==> src/rtl/multi_debouncer.sv <==
// Multi-channel push-button conditioner: synchronise, debounce, and emit
// press / release / long-press pulses per channel. Channels are independent.

module multi_debouncer_ch #(
  parameter int DEBOUNCE_CYCLES = 500000,
  parameter int HOLD_CYCLES     = 50000000,
  parameter int SYNC_STAGES     = 2,
  parameter bit ACTIVE_LOW      = 1'b1
) (
  input  logic clk,
  input  logic reset_n,
  input  logic btn,
  output logic pressed,
  output logic press_pulse,
  output logic release_pulse,
  output logic long_press_pulse
);
  localparam int DW = $clog2(DEBOUNCE_CYCLES + 1);
  localparam int HW = $clog2(HOLD_CYCLES + 1);
  localparam logic [DW-1:0] DEB_LAST  = DW'(DEBOUNCE_CYCLES - 1);
  localparam logic [HW-1:0] HOLD_LAST = HW'(HOLD_CYCLES - 1);
  localparam logic [HW-1:0] HOLD_MAX  = HW'(HOLD_CYCLES);

  logic                   norm;
  logic [SYNC_STAGES-1:0] sync;
  logic                   sync_out;
  logic [DW-1:0]          db_cnt;
  logic [HW-1:0]          hold_cnt;

  assign norm     = ACTIVE_LOW ? ~btn : btn;
  assign sync_out = sync[SYNC_STAGES-1];

  // Reset value 0 means "released", so no spurious press after reset.
  always_ff @(posedge clk or negedge reset_n) begin
    if (!reset_n) sync <= '0;
    else          sync <= {sync[SYNC_STAGES-2:0], norm};
  end

  always_ff @(posedge clk or negedge reset_n) begin
    if (!reset_n) begin
      db_cnt        <= '0;
      pressed       <= 1'b0;
      press_pulse   <= 1'b0;
      release_pulse <= 1'b0;
    end else begin
      press_pulse   <= 1'b0;
      release_pulse <= 1'b0;
      if (sync_out == pressed) begin
        db_cnt <= '0;
      end else if (db_cnt == DEB_LAST) begin
        db_cnt        <= '0;
        pressed       <= sync_out;
        press_pulse   <= sync_out;
        release_pulse <= ~sync_out;
      end else begin
        db_cnt <= db_cnt + DW'(1);
      end
    end
  end

  // Saturating hold counter; the pulse fires only on the step into saturation.
  always_ff @(posedge clk or negedge reset_n) begin
    if (!reset_n) begin
      hold_cnt         <= '0;
      long_press_pulse <= 1'b0;
    end else begin
      long_press_pulse <= 1'b0;
      if (!pressed) begin
        hold_cnt <= '0;
      end else if (hold_cnt != HOLD_MAX) begin
        hold_cnt         <= hold_cnt + HW'(1);
        long_press_pulse <= (hold_cnt == HOLD_LAST);
      end
    end
  end
endmodule

module multi_debouncer #(
  parameter int NUM_CH          = 4,
  parameter int DEBOUNCE_CYCLES = 500000,
  parameter int HOLD_CYCLES     = 50000000,
  parameter int SYNC_STAGES     = 2,
  parameter bit ACTIVE_LOW      = 1'b1
) (
  input  logic              clk,
  input  logic              reset_n,
  input  logic [NUM_CH-1:0] btn_in,
  output logic [NUM_CH-1:0] btn_pressed,
  output logic [NUM_CH-1:0] press_pulse,
  output logic [NUM_CH-1:0] release_pulse,
  output logic [NUM_CH-1:0] long_press_pulse
);
  multi_debouncer_ch #(
    .DEBOUNCE_CYCLES (DEBOUNCE_CYCLES),
    .HOLD_CYCLES     (HOLD_CYCLES),
    .SYNC_STAGES     (SYNC_STAGES),
    .ACTIVE_LOW      (ACTIVE_LOW)
  ) u_ch [NUM_CH-1:0] (
    .clk              (clk),
    .reset_n          (reset_n),
    .btn              (btn_in),
    .pressed          (btn_pressed),
    .press_pulse      (press_pulse),
    .release_pulse    (release_pulse),
    .long_press_pulse (long_press_pulse)
  );
endmodule

==> config.mk <==
export PLATFORM = sky130hd
export DESIGN_NAME = multi_debouncer
export DESIGN_NICKNAME = d
export VERILOG_FILES = /design/src/rtl/multi_debouncer.sv
export SDC_FILE = /design/constraint.sdc
export NUM_CORES = 1
export LEC_CHECK = 0
export CAP_MARGIN = 0
export CORE_AREA = 2 2 117 164
export CTS_CLUSTER_DIAMETER = 30
export CTS_CLUSTER_SIZE = 10
export DETAILED_ROUTE_END_ITERATION = 6
export DIE_AREA = 0 0 119 166
export PLACE_DENSITY_LB_ADDON = 0.1
export SLEW_MARGIN = 0
export SYNTH_ARGS = -nofsm -noshare
export SYNTH_HDL_FRONTEND = slang
export SYNTH_SLANG_ARGS = --single-unit
==> constraint.sdc <==
create_clock -name clk -period 1.9 [get_ports clk]
set_input_delay 0.19 -clock clk [delete_from_list [all_inputs] [get_ports clk]]
set_output_delay 0.19 -clock clk [all_outputs]
set_load 0.02 [all_outputs]
==> flow_summary.rst, run 1 <==
.. list-table::
   :header-rows: 1

   * - Metric
     - Value
   * - Placed wire-length estimate after detailed placement
     - 12000 um
   * - Initial antenna violation count
     - 0
   * - I/O pin count
     - 22
   * - Fmax
     - ~540 MHz
   * - CP required
     - 2.28 ns
   * - Global-route met1 utilization
     - 0.238
   * - Clock tree from TritonCTS
     - built
   * - WP data arrival
     - about 2.2 ns
   * - Number of distinct library cells after synthesis
     - 43
   * - Synthesized area divided by synthesized cell count
     - 10.3 um^2
   * - Fillers
     - 1418
   * - Placed instance count
     - 1269
   * - IO buf count
     - 21
   * - Clk root buf
     - sky130_fd_sc_hd__clkbuf_16
   * - Die Footprint
     - a little under 20000 um^2
   * - Worst VDD drop
     - 0.000717 V
   * - Category of the critical setup timing path
     - reg -> reg
   * - Net count of the mapped netlist
     - 1001
   * - Sum of internal, switching and leakage power
     - 12.1 mW
   * - Width of the die
     - 119 um
   * - Status
     - completed
   * - Leakage Power
     - 5.47 nW
   * - Number of synthesized register bits
     - 204
   * - Time the final worst path needs with I/O delays and setup
     - 1.86 ns
   * - RSZ-0062 raised after global routing
     - yes
   * - Latest clock arrival within the worst-skew pair
     - 0.51 ns
   * - Path type of the worst min-delay path
     - in -> async
   * - Largest net degree at the start of global routing
     - 70
   * - Final standard cell count with taps included and fillers excluded
     - between 1k and 1.5k
   * - Number of cell instances on the worst register-to-register path
     - 4
   * - Post-detailed-routing wire length
     - about 19000 um
   * - Number of global-route vias before repair
     - between 7k and 8k
   * - Wire length of the first global-routing pass
     - 33400 um
   * - Transition at the pin with the smallest max-transition slack
     - between 0.4 and 0.5 ns
   * - Initial cell density of the core
     - 0.548
   * - Part of the Yosys area used for sequential elements
     - 0.506
   * - Synthesized area
     - 10100 um^2
   * - MaxCap Viol Count
     - 0
   * - Final sum of negative setup slack
     - 0 ns
   * - GR met3 Demand/Resource
     - 0.0391
   * - CTS H-Tree Depth
     - 2
   * - Clock-pin slew reported for the worst setup and hold paths after clock tree synthesis
     - 0.05 ns
   * - Share of cells above drive strength 1
     - 0.162
   * - Routability-driven placement congestion ratio
     - between 0.8 and 0.9
   * - Period utilization
     - 0.977
   * - Antenna Diode Count
     - 0
   * - Synth warn
     - 0
   * - Cell Rows
     - 59
   * - Via total after detailed routing
     - 7108
   * - Critical Path Fanout Max
     - 2
   * - Clock Sinks
     - 204
   * - Congestion Overflow GR
     - 0
   * - Remaining antenna violation count
     - 0
   * - Standard cell core area
     - 18400 um^2
   * - Ratio of routed vias to standard cells
     - 5.25
   * - Met2 demand-to-capacity share in global routing
     - 0.356
   * - Final slew viol count
     - 0
   * - Number of cells produced by synthesis
     - roughly 980
   * - Critical Path End Type
     - flip-flop
   * - Area Growth Syn to Fin
     - 24.1%
   * - Worst slew slack as a fraction of its limit
     - 0.684
   * - Number of violations reported at the end of detailed-routing iteration 0
     - 331
   * - DRC violation count after routing
     - 0
   * - Busiest metal layer after global routing
     - met2
   * - Detail-routed net length per standard cell
     - 14.0 um
   * - Layout Nets
     - 1095
   * - Worst Clk Skew
     - 0.00988 ns
   * - Pwr per Cell Area
     - 966 nW/um^2
   * - Router iterations before antenna repair
     - 5
   * - Startpoint kind of the worst setup timing path
     - flip-flop
   * - Global Route Usage Sum
     - 0.200
   * - Total CTS buffers
     - 42
   * - Die span in y
     - about 170 um
   * - Worst-case clock buffer depth
     - 3
   * - Total count of hold-check failures in the final report
     - 0
   * - Setup violation total in the final timing report
     - 0
routing by layer:
metal / vias to the layer above / share of wire
li1: 3538 / -
met1: 3446 / 0.43
met2: 91 / 0.52
met3: 33 / 0.029
met4: 0 / 0.023
met5: - / 0
critical path, stage by stage, from the launching register on:
cell and delay (ns):
sky130_fd_sc_hd__dfrtp_1 0.37, sky130_fd_sc_hd__or4b_1 0.55, sky130_fd_sc_hd__nor4_2 0.26, sky130_fd_sc_hd__and3_1 0.22
sky130_fd_sc_hd__mux2_2 0.34
state kept, by name (all words and copies together) (netlist names):
signal                 cells
u_ch.pressed               4
u_ch.release_pulse         4
u_ch.press_pulse           4
u_ch.db_cnt               76
u_ch.hold_cnt            104
u_ch.sync                  8
u_ch.long_press_pulse      4
report_power, final:
part           internal (mW)  total (mW)  switching [mW]  leakage [nW]
Clock                   5.05        7.47            2.42         0.702
Sequential              4.38        4.41          0.0281          2.82
Combinational         0.0651       0.200           0.135          1.95
cell type report:
| cell class | count | area, um^2 | share of cell area |
|---|---|---|---|
| flip-flops and latches | 204 | 5110 | 0.408 |
| multi-input cells | 717 | 4740 | 0.379 |
| clock buffers | 46 | 1110 | 0.0885 |
| repair buffers | 91 | 807 | 0.0645 |
| clock inverters | 31 | 359 | 0.0287 |
| well taps | 244 | 305 | 0.0244 |
| inverters | 21 | 81.3 | 0.00650 |
cells in the final DEF (no fill, tap or decap), types with 3 or more instances in the layout:
master	count
sky130_fd_sc_hd__dfrtp_1	201
sky130_fd_sc_hd__nor2_1	103
sky130_fd_sc_hd__xnor2_1	87
sky130_fd_sc_hd__and2_1	84
sky130_fd_sc_hd__xor2_1	70
sky130_fd_sc_hd__nand3_1	68
sky130_fd_sc_hd__nand2_1	64
sky130_fd_sc_hd__buf_4	61
sky130_fd_sc_hd__nand4_1	54
sky130_fd_sc_hd__clkbuf_16	43
sky130_fd_sc_hd__clkdlybuf4s50_1	20
sky130_fd_sc_hd__inv_1	19
sky130_fd_sc_hd__nor3_1	19
sky130_fd_sc_hd__and3_1	18
sky130_fd_sc_hd__and4_1	16
sky130_fd_sc_hd__nor3b_1	16
sky130_fd_sc_hd__nor4_2	11
sky130_fd_sc_hd__or3_1	11
sky130_fd_sc_hd__nor2b_1	11
sky130_fd_sc_hd__ha_1	10
sky130_fd_sc_hd__o21ai_0	9
sky130_fd_sc_hd__clkinvlp_4	8
sky130_fd_sc_hd__clkinv_2	8
sky130_fd_sc_hd__nor4_1	6
sky130_fd_sc_hd__a21boi_0	6
sky130_fd_sc_hd__inv_6	6
sky130_fd_sc_hd__bufinv_16	6
sky130_fd_sc_hd__or4_1	5
sky130_fd_sc_hd__mux2i_1	5
sky130_fd_sc_hd__nand3b_1	4
sky130_fd_sc_hd__nor4b_1	4
sky130_fd_sc_hd__o21a_1	4
sky130_fd_sc_hd__mux2_2	4
sky130_fd_sc_hd__a21boi_1	4
sky130_fd_sc_hd__buf_6	4
sky130_fd_sc_hd__buf_12	4
sky130_fd_sc_hd__clkinv_4	3
sky130_fd_sc_hd__clkbuf_8	3
sky130_fd_sc_hd__dfrtp_2	3
stage by stage:
step	utilization	area, um^2	hold WS [ns]	setup slack [ns]
finish	0.680	12500	0.100	0.0432
detailed placement	0.592	10900	0.0554	0.0621
global route	0.680	12500	0.0958	-0.0512
global placement	0.592	10900	0.0547	0.100
floorplan	-	10100	-0.106	0.0188
CTS	0.672	12400	0.0853	0.0398
timing repair:
action	4_1_cts	5_1_grt
hold buffers	1	0
setup endpoints to repair	0	65
endpoints found under the hold margin	204	0
gates resized for setup	0	27
setup buffers	0	6
cell families (layout without fill, tap and decap cells):
kind of cell    after synthesis  in the layout  share of synthesized area
compound gates               24             24                     0.0154
xor+xnor                    157            157                      0.136
buf+inv                      62            189                     0.0312
mux                           9              9                    0.00943
flops                       204            204                      0.506
fa+ha+maj                    12             12                     0.0149
simple gates                515            515                      0.286
cells in the mapped netlist, drive strengths merged:
library cell | number | share of area
nand3 | 70 | 0.035
and3 | 19 | 0.012
or4 | 5 | 0.0037
a21boi | 10 | 0.0074
nor2b | 11 | 0.0068
and4 | 16 | 0.014
or4bb | 1 | 0.0011
nor2 | 103 | 0.038
nor4 | 19 | 0.020
nand2b | 2 | 0.0012
or3 | 11 | 0.0068
nor4b | 5 | 0.0043
buf | 22 | 0.016
nand3b | 4 | 0.0030
nand4 | 55 | 0.035
nor3b | 16 | 0.012
and2 | 86 | 0.053
xnor2 | 87 | 0.076
nor3 | 20 | 0.0099
mux2 | 4 | 0.0045
or4b | 2 | 0.0024
o21a | 4 | 0.0030
ha | 12 | 0.015
clkbuf | 19 | 0.0071
and4b | 1 | 0.00099
dfrtp | 204 | 0.51
or2 | 2 | 0.0012
nand4b | 1 | 0.00087
o21ai | 10 | 0.0050
inv | 21 | 0.0078
xor2 | 70 | 0.061
nor4bb | 1 | 0.00099
nand2 | 65 | 0.024
mux2i | 5 | 0.0050
worst paths after layout:
| kind | from | end | slack [ns] |
|---|---|---|---|
| setup / recovery | u_ch[3].db_cnt[9] | u_ch[3].pressed | 0.04 |
| hold / removal | reset_n | u_ch[3].db_cnt[10] | 0.10 |
| setup reg to reg | u_ch[3].db_cnt[9] | u_ch[3].pressed | 0.04 |
| hold reg to reg | u_ch[0].sync[0] | u_ch[0].sync[1] | 0.35 |
| max in group asynchronous | reset_n | u_ch[1].sync[0] | 1.18 |
| min in group clk | btn_in[0] | u_ch[0].sync[0] | 0.17 |
Note: power is estimated with default switching activity, not from simulation.
==> run 2: changes to the inputs <==
Settings changed: ABC_AREA set to 1, CORE_AREA 2 2 117 164 to 2 2 125 175, DIE_AREA 0 0 119 166 to 0 0 127 177, RECOVER_POWER set to 100.
==> flow_summary.rst, run 2 <==
.. list-table::
   :header-rows: 1

   * - Metric
     - Value
   * - Pwr per Cell Area
     - 862 nW/um^2 (was 966 nW/um^2)
   * - Synthesized area divided by synthesized cell count
     - 6.96 um^2 (was 10.3 um^2)
   * - Transition at the pin with the smallest max-transition slack
     - 1.52 ns (was 0.471 ns)
   * - Worst slew slack as a fraction of its limit
     - -0.0121 (was 0.684)
   * - Ratio of routed vias to standard cells
     - 5.22 (was 5.25)
   * - Total count of hold-check failures in the final report
     - 0 (unchanged)
   * - Via total after detailed routing
     - 10.6k (was 7108)
   * - Final design instance area without fill
     - 13500 um^2 (was 12500 um^2)
   * - CP required
     - 1.71 ns (was 2.28 ns)
   * - Antenna Diode Count
     - 0 (unchanged)
   * - Number of distinct library cells after synthesis
     - 38 (was 43)
   * - Biggest register
     - u_ch.hold_cnt (unchanged)
   * - Area share of the largest cell type after synthesis
     - 0.435 (was 0.506)
   * - Number of violations reported at the end of detailed-routing iteration 0
     - 539 (was 331)
   * - WP data arrival
     - 1.61 ns (was 2.24 ns)
   * - Most common cell after layout, fill and taps aside
     - sky130_fd_sc_hd__nor2_1 (was sky130_fd_sc_hd__dfrtp_1)
   * - Router iterations before antenna repair
     - 5 (unchanged)
   * - DRC violation count after routing
     - 0 (unchanged)
   * - I/O pin count
     - 22 (unchanged)
   * - CTS H-Tree Depth
     - 2 (unchanged)
   * - Setup violation total in the final timing report
     - 0 (unchanged)
   * - Die span in y
     - 177 um (was 166 um)
   * - Worst VDD drop
     - 0.000678 V (was 0.000717 V)
   * - Detail-routed net length per standard cell
     - 13.6 um (was 14.0 um)
   * - Critical Path End Type
     - output pin (was flip-flop)
   * - Remaining antenna violation count
     - 0 (unchanged)
   * - Most instantiated library cell after synthesis
     - sky130_fd_sc_hd__nand2_1 (was sky130_fd_sc_hd__dfrtp_1)
   * - Cell type with the largest total area after synthesis
     - sky130_fd_sc_hd__dfrtp_1 (unchanged)
   * - Worst Clk Skew
     - 0.0114 ns (was 0.00988 ns)
   * - Synth warn
     - 0 (unchanged)
   * - Largest net degree at the start of global routing
     - 58 (was 70)
   * - Clock tree from TritonCTS
     - built (unchanged)
   * - MaxCap Viol Count
     - 1 (was 0)
   * - Fraction of the core area covered by cells at the end of the flow
     - 0.643 (was 0.680)
   * - Reg2Reg Launch Point
     - u_ch[1].hold_cnt[1] (was u_ch[3].db_cnt[9])
   * - Leading cell types by total area after synthesis
     - sky130_fd_sc_hd__dfrtp_1, sky130_fd_sc_hd__nand2_1, sky130_fd_sc_hd__nor2_1 (was sky130_fd_sc_hd__dfrtp_1, sky130_fd_sc_hd__xnor2_1, sky130_fd_sc_hd__xor2_1)
   * - Cell depth of the worst hold path
     - 2
   * - Cell Rows
     - 63 (was 59)
   * - Net count of the mapped netlist
     - 1706 (was 1001)
   * - Share of cells above drive strength 1
     - 0.0571 (was 0.162)
   * - Highest-count cells in the layout ignoring fill and taps
     - sky130_fd_sc_hd__nor2_1, sky130_fd_sc_hd__nand2_1, sky130_fd_sc_hd__dfrtp_1 (was sky130_fd_sc_hd__dfrtp_1, sky130_fd_sc_hd__nor2_1, sky130_fd_sc_hd__xnor2_1)
   * - Total CTS buffers
     - 41 (was 42)
   * - Registers with the highest flip-flop counts
     - u_ch.hold_cnt: 104 flops, u_ch.db_cnt: 76 flops, u_ch.sync: 8 flops (unchanged)
   * - Clock Sinks
     - 204 (unchanged)
   * - Path type of the worst min-delay path
     - in -> reg (was in -> async)
   * - Period utilization
     - 0.946 (was 0.977)
   * - Final slew viol count
     - 56 (was 0)
   * - Worst-case clock buffer depth
     - 3 (unchanged)
   * - Cell Area, Placed
     - 12300 um^2 (was 10900 um^2)
   * - Area Growth Syn to Fin
     - 14.7% (was 24.1%)
   * - Routability-driven placement congestion ratio
     - 0.903 (was 0.816)
   * - Number of cells produced by synthesis
     - 1688 (was 983)
   * - Category of the critical setup timing path
     - reg -> out (was reg -> reg)
   * - Layout Nets
     - 1758 (was 1095)
   * - Global Route Usage Sum
     - 0.258 (was 0.200)
   * - Placed wire-length estimate after detailed placement
     - 20200 um (was 12000 um)
   * - Violations in the final reports
     - capacitance limit, slew limit
   * - Share of synthesized flip-flops with an asynchronous set or reset
     - 1.00 (unchanged)
   * - Master of the slowest instance on the critical path
     - sky130_fd_sc_hd__clkdlybuf4s50_1 (was sky130_fd_sc_hd__or4b_1)
   * - Dominant synthesized flop cell
     - sky130_fd_sc_hd__dfrtp_1 (unchanged)
   * - Wire length of the first global-routing pass
     - 47900 um (was 33400 um)
   * - Clk root buf
     - sky130_fd_sc_hd__clkbuf_16 (unchanged)
   * - Standard cell core area
     - 21000 um^2 (was 18400 um^2)
   * - Clock-pin slew reported for the worst setup and hold paths after clock tree synthesis
     - 0.05 ns (about the same)
   * - Die Footprint
     - 22500 um^2 (was 19800 um^2)
   * - Number of cell instances on the worst register-to-register path
     - 7 (was 4)
   * - Leakage Power
     - 5.71 nW (was 5.47 nW)
   * - Latest clock arrival within the worst-skew pair
     - 0.50 ns (was 0.51 ns)
   * - Post-detailed-routing wire length
     - 27600 um (was 18900 um)
   * - Worst path bufs/invs
     - 1 (was 0)
   * - Startpoint kind of the worst setup timing path
     - flip-flop (unchanged)
   * - Number of synthesized register bits
     - 204 (unchanged)
   * - List of cells traversed by the critical path
     - clkdlybuf4s50_1 (was or4b_1 > nor4_2 > and3_1 > mux2_2)
   * - Width of the die
     - 127 um (was 119 um)
   * - Hold endpoint
     - u_ch[0].sync[0]
   * - Worst path top cell family by delay
     - buffers and inverters (was simple AND/OR/NAND/NOR gates)
   * - IO buf count
     - 21 (unchanged)
   * - Part of the Yosys area used for sequential elements
     - 0.435 (was 0.506)
   * - Post-CTS repair timing setup buffer count
     - 0 (unchanged)
   * - Fillers
     - 1910 (was 1418)
   * - Number of global-route vias before repair
     - 10.6k (was 7414)
   * - Peak per-stage delay on the critical path
     - 0.65 ns (was 0.55 ns)
   * - Worst hold start
     - btn_in[0]
   * - Final sum of negative setup slack
     - 0 ns (unchanged)
   * - Status
     - finished with violations (was completed)
   * - RSZ-0062 raised after global routing
     - no (was yes)
   * - Critical Path Fanout Max
     - 6 (was 2)
   * - Initial antenna violation count
     - 0 (unchanged)
   * - Largest register FFs
     - 104 (unchanged)
   * - Number of enable flip-flop cells after synthesis
     - 0 (unchanged)
   * - Congestion Overflow GR
     - 0 (unchanged)
   * - Synthesized area
     - 11700 um^2 (was 10100 um^2)
   * - Fmax
     - 556 MHz (was 539 MHz)
   * - Worst R2R Setup Slack
     - 0.14 ns (was 0.04 ns)
   * - Reg-to-reg critical path endpoint
     - u_ch[1].hold_cnt[10] (was u_ch[3].pressed)
   * - Time the final worst path needs with I/O delays and setup
     - 1.80 ns (was 1.86 ns)
   * - Initial cell density of the core
     - 0.560 (was 0.548)
   * - Ranking of synthesized cells by instance count
     - sky130_fd_sc_hd__nand2_1, sky130_fd_sc_hd__nor2_1, sky130_fd_sc_hd__dfrtp_1, sky130_fd_sc_hd__inv_1, sky130_fd_sc_hd__nand3_1 (was sky130_fd_sc_hd__dfrtp_1, sky130_fd_sc_hd__nor2_1, sky130_fd_sc_hd__xnor2_1, sky130_fd_sc_hd__and2_1)
   * - Sum of internal, switching and leakage power
     - 11.6 mW (was 12.1 mW)
[run 2: where the power goes]
group	internal [mW]	switching [mW]
clock	4.68	2.33
sequential	4.38	0.0220
combinational	0.0474	0.150
[run 2: worst max-delay path by stage]
stage | to | cells after the start | startpoint | slack, ns
3_3_place_gp | u_ch[0].hold_cnt[24] | 8 | u_ch[0].hold_cnt[0] | 0.34
6_report | btn_pressed[2] | 1 | u_ch[2].pressed | 0.10
4_1_cts | btn_pressed[0] | 1 | u_ch[0].pressed | 0.008
2_1_floorplan | u_ch[0].hold_cnt[24] | 8 | u_ch[0].hold_cnt[0] | 0.47
3_5_place_dp | u_ch[0].hold_cnt[24] | 8 | u_ch[0].hold_cnt[0] | 0.31
5_1_grt | u_ch[0].hold_cnt[16] | 7 | u_ch[0].hold_cnt[0] | 0.03
[run 2: area by class of cell]
cell class	count	area, um^2	area share
clock buffer	52	1110	0.0822
clock inverter	20	244	0.0181
inverter	185	694	0.0515
multi-input combinational	1268	5660	0.420
sequential	204	5100	0.379
tap	260	325	0.0241
timing repair buffer	40	344	0.0255
[run 2: routing by layer]
metal,up-vias,wire length (um),track usage
met4,0,759,0.0952
met1,4969,11400,0.295
met3,59,920,0.0384
li1,5344,-,-
met5,-,0,0
met2,215,14600,0.484
[run 2: repair_timing]
| item | CTS | global route |
|---|---|---|
| pin swaps | 0 | 0 |
| endpoints found under the hold margin | 64 | 0 |
| cloned | 0 | 0 |
| hold buffers | 1 | 0 |
| gates resized for setup | 2 | 1 |
| endpoints found under the setup margin | 2 | 1 |
[run 2: stage by stage]
| step | hold slack, ns | setup WS [ns] | std cells |
|---|---|---|---|
| 2_1_floorplan | -0.106 | 0.471 | 1688 |
| 3_3_place_gp | 0.147 | 0.343 | 1956 |
| 3_5_place_dp | 0.149 | 0.305 | 1956 |
| 4_1_cts | 0.155 | 0.00820 | 2029 |
| 5_1_grt | 0.277 | 0.0252 | 2029 |
| 6_report | 0.288 | 0.102 | 2029 |
[run 2: logic make-up after synthesis]
logic type,count (synthesis),share of synthesized area
buf+inv,216,0.0752
compound gates,88,0.0395
xor+xnor,51,0.0380
flops,204,0.435
simple gates,1117,0.400
fa+ha+maj,12,0.0128
==> run 3: changes to the inputs <==
Settings changed: CORE_AREA 2 2 125 175 to 2 2 147 206, DIE_AREA 0 0 127 177 to 0 0 149 208.
==> flow_summary.rst, run 3 (same netlist as run 2, synthesis figures left out) <==
.. list-table::
   :header-rows: 1

   * - Metric
     - Value
   * - Status
     - completed (was finished with violations)
   * - Placed wire-length estimate after detailed placement
     - 20700 um (was 20200 um)
   * - Ratio of routed vias to standard cells
     - 4.77 (was 5.22)
   * - Worst path top cell family by delay
     - buffers and inverters (unchanged)
   * - MaxCap Viol Count
     - 0 (was 1)
   * - Clk root buf
     - sky130_fd_sc_hd__clkbuf_16 (unchanged)
   * - Post-CTS repair timing setup buffer count
     - 0 (unchanged)
   * - Worst Hold Margin
     - 0.248 ns (was 0.288 ns)
   * - Largest register FFs
     - 104 (unchanged)
   * - Fraction of power spent switching nets
     - 0.225 (was 0.216)
   * - DRC violation count after routing
     - 0 (unchanged)
   * - Worst VDD drop
     - 0.000679 V (was 0.000678 V)
   * - Net switching component of the power
     - 2.90 mW (was 2.51 mW)
   * - Total CTS buffers
     - 49 (was 41)
   * - Cell Rows
     - 74 (was 63)
   * - Clock tree from TritonCTS
     - built (unchanged)
   * - IO buf count
     - 21 (unchanged)
   * - Worst slew slack as a fraction of its limit
     - 0.288 (was -0.0121)
   * - Pwr per Cell Area
     - 929 nW/um^2 (was 862 nW/um^2)
   * - I/O pin count
     - 22 (unchanged)
   * - CP required
     - 1.71 ns (about the same)
   * - Final slew viol count
     - 0 (was 56)
   * - Initial cell density of the core
     - 0.404 (was 0.560)
   * - Worst path bufs/invs
     - 1 (unchanged)
   * - Time the final worst path needs with I/O delays and setup
     - 1.82 ns (was 1.80 ns)
   * - Critical Path Fanout Max
     - 9 (was 6)
   * - Fillers
     - 2985 (was 1910)
   * - Worst Clk Skew
     - 0.0147 ns (was 0.0114 ns)
   * - Die span in y
     - 208 um (was 177 um)
   * - Highest-count cells in the layout ignoring fill and taps
     - sky130_fd_sc_hd__nor2_1, sky130_fd_sc_hd__nand2_1, sky130_fd_sc_hd__dfrtp_1 (unchanged)
   * - Standard cell core area
     - 29100 um^2 (was 21000 um^2)
   * - Share of total power in combinational logic
     - 0.015 (was 0.017)
   * - Router iterations before antenna repair
     - 5 (unchanged)
   * - Final sum of negative setup slack
     - 0 ns (unchanged)
   * - Most common cell after layout, fill and taps aside
     - sky130_fd_sc_hd__nor2_1 (unchanged)
   * - Latest clock arrival within the worst-skew pair
     - 0.54 ns (was 0.50 ns)
   * - Total count of hold-check failures in the final report
     - 0 (unchanged)
   * - Category of the critical setup timing path
     - reg -> out (unchanged)
   * - Share of cells above drive strength 1
     - 0.0657 (was 0.0571)
   * - Startpoint kind of the worst setup timing path
     - flip-flop (unchanged)
   * - Number of global-route vias before repair
     - 10.5k (was 10.6k)
   * - Fraction of power consumed by sequential logic
     - 0.342 (was 0.379)
   * - Path type of the worst min-delay path
     - in -> reg (unchanged)
   * - Global Route Usage Sum
     - 0.192 (was 0.258)
   * - Transition at the pin with the smallest max-transition slack
     - 1.07 ns (was 1.52 ns)
   * - Clock Sinks
     - 204 (unchanged)
   * - Post-detailed-routing wire length
     - 28400 um (was 27600 um)
   * - Placed instance count
     - 2074 (was 1956)
   * - WP data arrival
     - 1.63 ns (was 1.61 ns)
   * - Routability-driven placement congestion ratio
     - 0.898 (was 0.903)
   * - List of cells traversed by the critical path
     - clkdlybuf4s50_1 (unchanged)
   * - Final standard cell count with taps included and fillers excluded
     - 2162 (was 2029)
   * - Remaining antenna violation count
     - 0 (unchanged)
   * - Layout Nets
     - 1764 (was 1758)
   * - RSZ-0062 raised after global routing
     - no (unchanged)
   * - Via total after detailed routing
     - 10.3k (was 10.6k)
   * - Internal power of the cells
     - 10.0 mW (was 9.11 mW)
   * - Leakage Power
     - 5.82 nW (was 5.71 nW)
   * - Clock-pin slew reported for the worst setup and hold paths after clock tree synthesis
     - 0.05 ns (about the same)
   * - Congestion Overflow GR
     - 0 (unchanged)
   * - Largest net degree at the start of global routing
     - 59 (was 58)
   * - Biggest register
     - u_ch.hold_cnt (unchanged)
   * - Registers with the highest flip-flop counts
     - u_ch.hold_cnt: 104 flops, u_ch.db_cnt: 76 flops, u_ch.sync: 8 flops (unchanged)
   * - Number of violations reported at the end of detailed-routing iteration 0
     - 488 (was 539)
   * - Clock group share of total power
     - 0.644 (was 0.604)
   * - Initial antenna violation count
     - 0 (unchanged)
   * - Antenna Diode Count
     - 0 (unchanged)
   * - Fmax
     - 549 MHz (was 556 MHz)
   * - Period utilization
     - 0.958 (was 0.946)
   * - Detail-routed net length per standard cell
     - 13.1 um (was 13.6 um)
   * - Master of the slowest instance on the critical path
     - sky130_fd_sc_hd__clkdlybuf4s50_1 (unchanged)
   * - Wire length of the first global-routing pass
     - 49400 um (was 47900 um)
   * - Setup violation total in the final timing report
     - 0 (unchanged)
   * - Width of the die
     - 149 um (was 127 um)
   * - Die Footprint
     - 31000 um^2 (was 22500 um^2)
   * - Worst-case clock buffer depth
     - 3 (unchanged)
   * - Peak per-stage delay on the critical path
     - 0.63 ns (was 0.65 ns)
   * - Area Growth Syn to Fin
     - 18.3% (was 14.7%)
   * - Critical Path End Type
     - output pin (unchanged)
   * - CTS H-Tree Depth
     - 2 (unchanged)
==> run 3: cell count changes in the layout (fill, tap and decap cells not counted), moves of 3 or more <==
cell,change
sky130_fd_sc_hd__clkbuf_1,-6
sky130_fd_sc_hd__inv_6,+3
sky130_fd_sc_hd__clkbuf_16,+8
sky130_fd_sc_hd__clkinv_4,+3
sky130_fd_sc_hd__nor2_1,+3
sky130_fd_sc_hd__clkinvlp_4,+3
sky130_fd_sc_hd__nand2_1,+3
==> run 3: power by group through the flow <==
stage / clock network [mW] / registers [mW] / logic (mW)
after floorplan: 0 / 4.47 / 0.0714
after global placement: 0 / 4.47 / 0.219
after detailed placement: 0 / 4.47 / 0.222
after CTS: 8.50 / 4.41 / 0.224
after global routing: 8.72 / 4.41 / 0.230
final: 8.30 / 4.41 / 0.193
==> run 3: per-layer routing <==
| layer | global-route usage | vias up | share of wire |
|---|---|---|---|
| met5 | 0 | - | 0 |
| met4 | 0.0877 | 0 | 0.038 |
| met3 | 0.0289 | 80 | 0.028 |
| met2 | 0.338 | 142 | 0.50 |
| met1 | 0.230 | 4718 | 0.43 |
| li1 | - | 5376 | - |
==> run 3: stage by stage <==
stage | power [mW] | setup WS [ns] | utilization | cell area, um^2
floorplan | 4.54 | 0.471 | - | 11700
CTS | 13.1 | 0.0447 | 0.484 | 14100
global route | 13.4 | 0.0220 | 0.478 | 13900
global placement | 4.69 | 0.274 | 0.427 | 12400
detailed placement | 4.70 | 0.275 | 0.427 | 12400
finish | 12.9 | 0.0800 | 0.478 | 13900
==> run 3: final cells by class <==
| cell class | instances | area (um^2) | share of cell area |
|---|---|---|---|
| Clock inverter | 32 | 359 | 0.0259 |
| Sequential cell | 204 | 5110 | 0.368 |
| Timing Repair Buffer | 38 | 330 | 0.0238 |
| Multi-Input combinational cell | 1268 | 5640 | 0.406 |
| Clock buffer | 55 | 1290 | 0.0928 |
| Tap cell | 380 | 475 | 0.0342 |
| Inverter | 185 | 694 | 0.0500 |
==> run 3: worst paths after layout <==
check                                       start                   to  slack, ns  depth (start not counted)
worst min-delay path                    btn_in[3]      u_ch[3].sync[0]       0.25                          2
min in group asynchronous                 reset_n  u_ch[2].hold_cnt[7]       0.39                          2
worst min register to register    u_ch[2].sync[0]      u_ch[2].sync[1]       0.33                          0
worst max register to register  u_ch[3].db_cnt[0]   u_ch[3].db_cnt[18]       0.21                          8
worst max-delay path              u_ch[1].pressed       btn_pressed[1]       0.08                          1
max in group asynchronous                 reset_n      u_ch[1].pressed       0.40                          3
==> run 3: timing repair <==
action | 4_1_cts | 5_1_grt
hold buffers | 1 | 0
endpoints found under the setup margin | 2 | 0
endpoints found under the hold margin | 204 | 0
resized for setup | 2 | 0
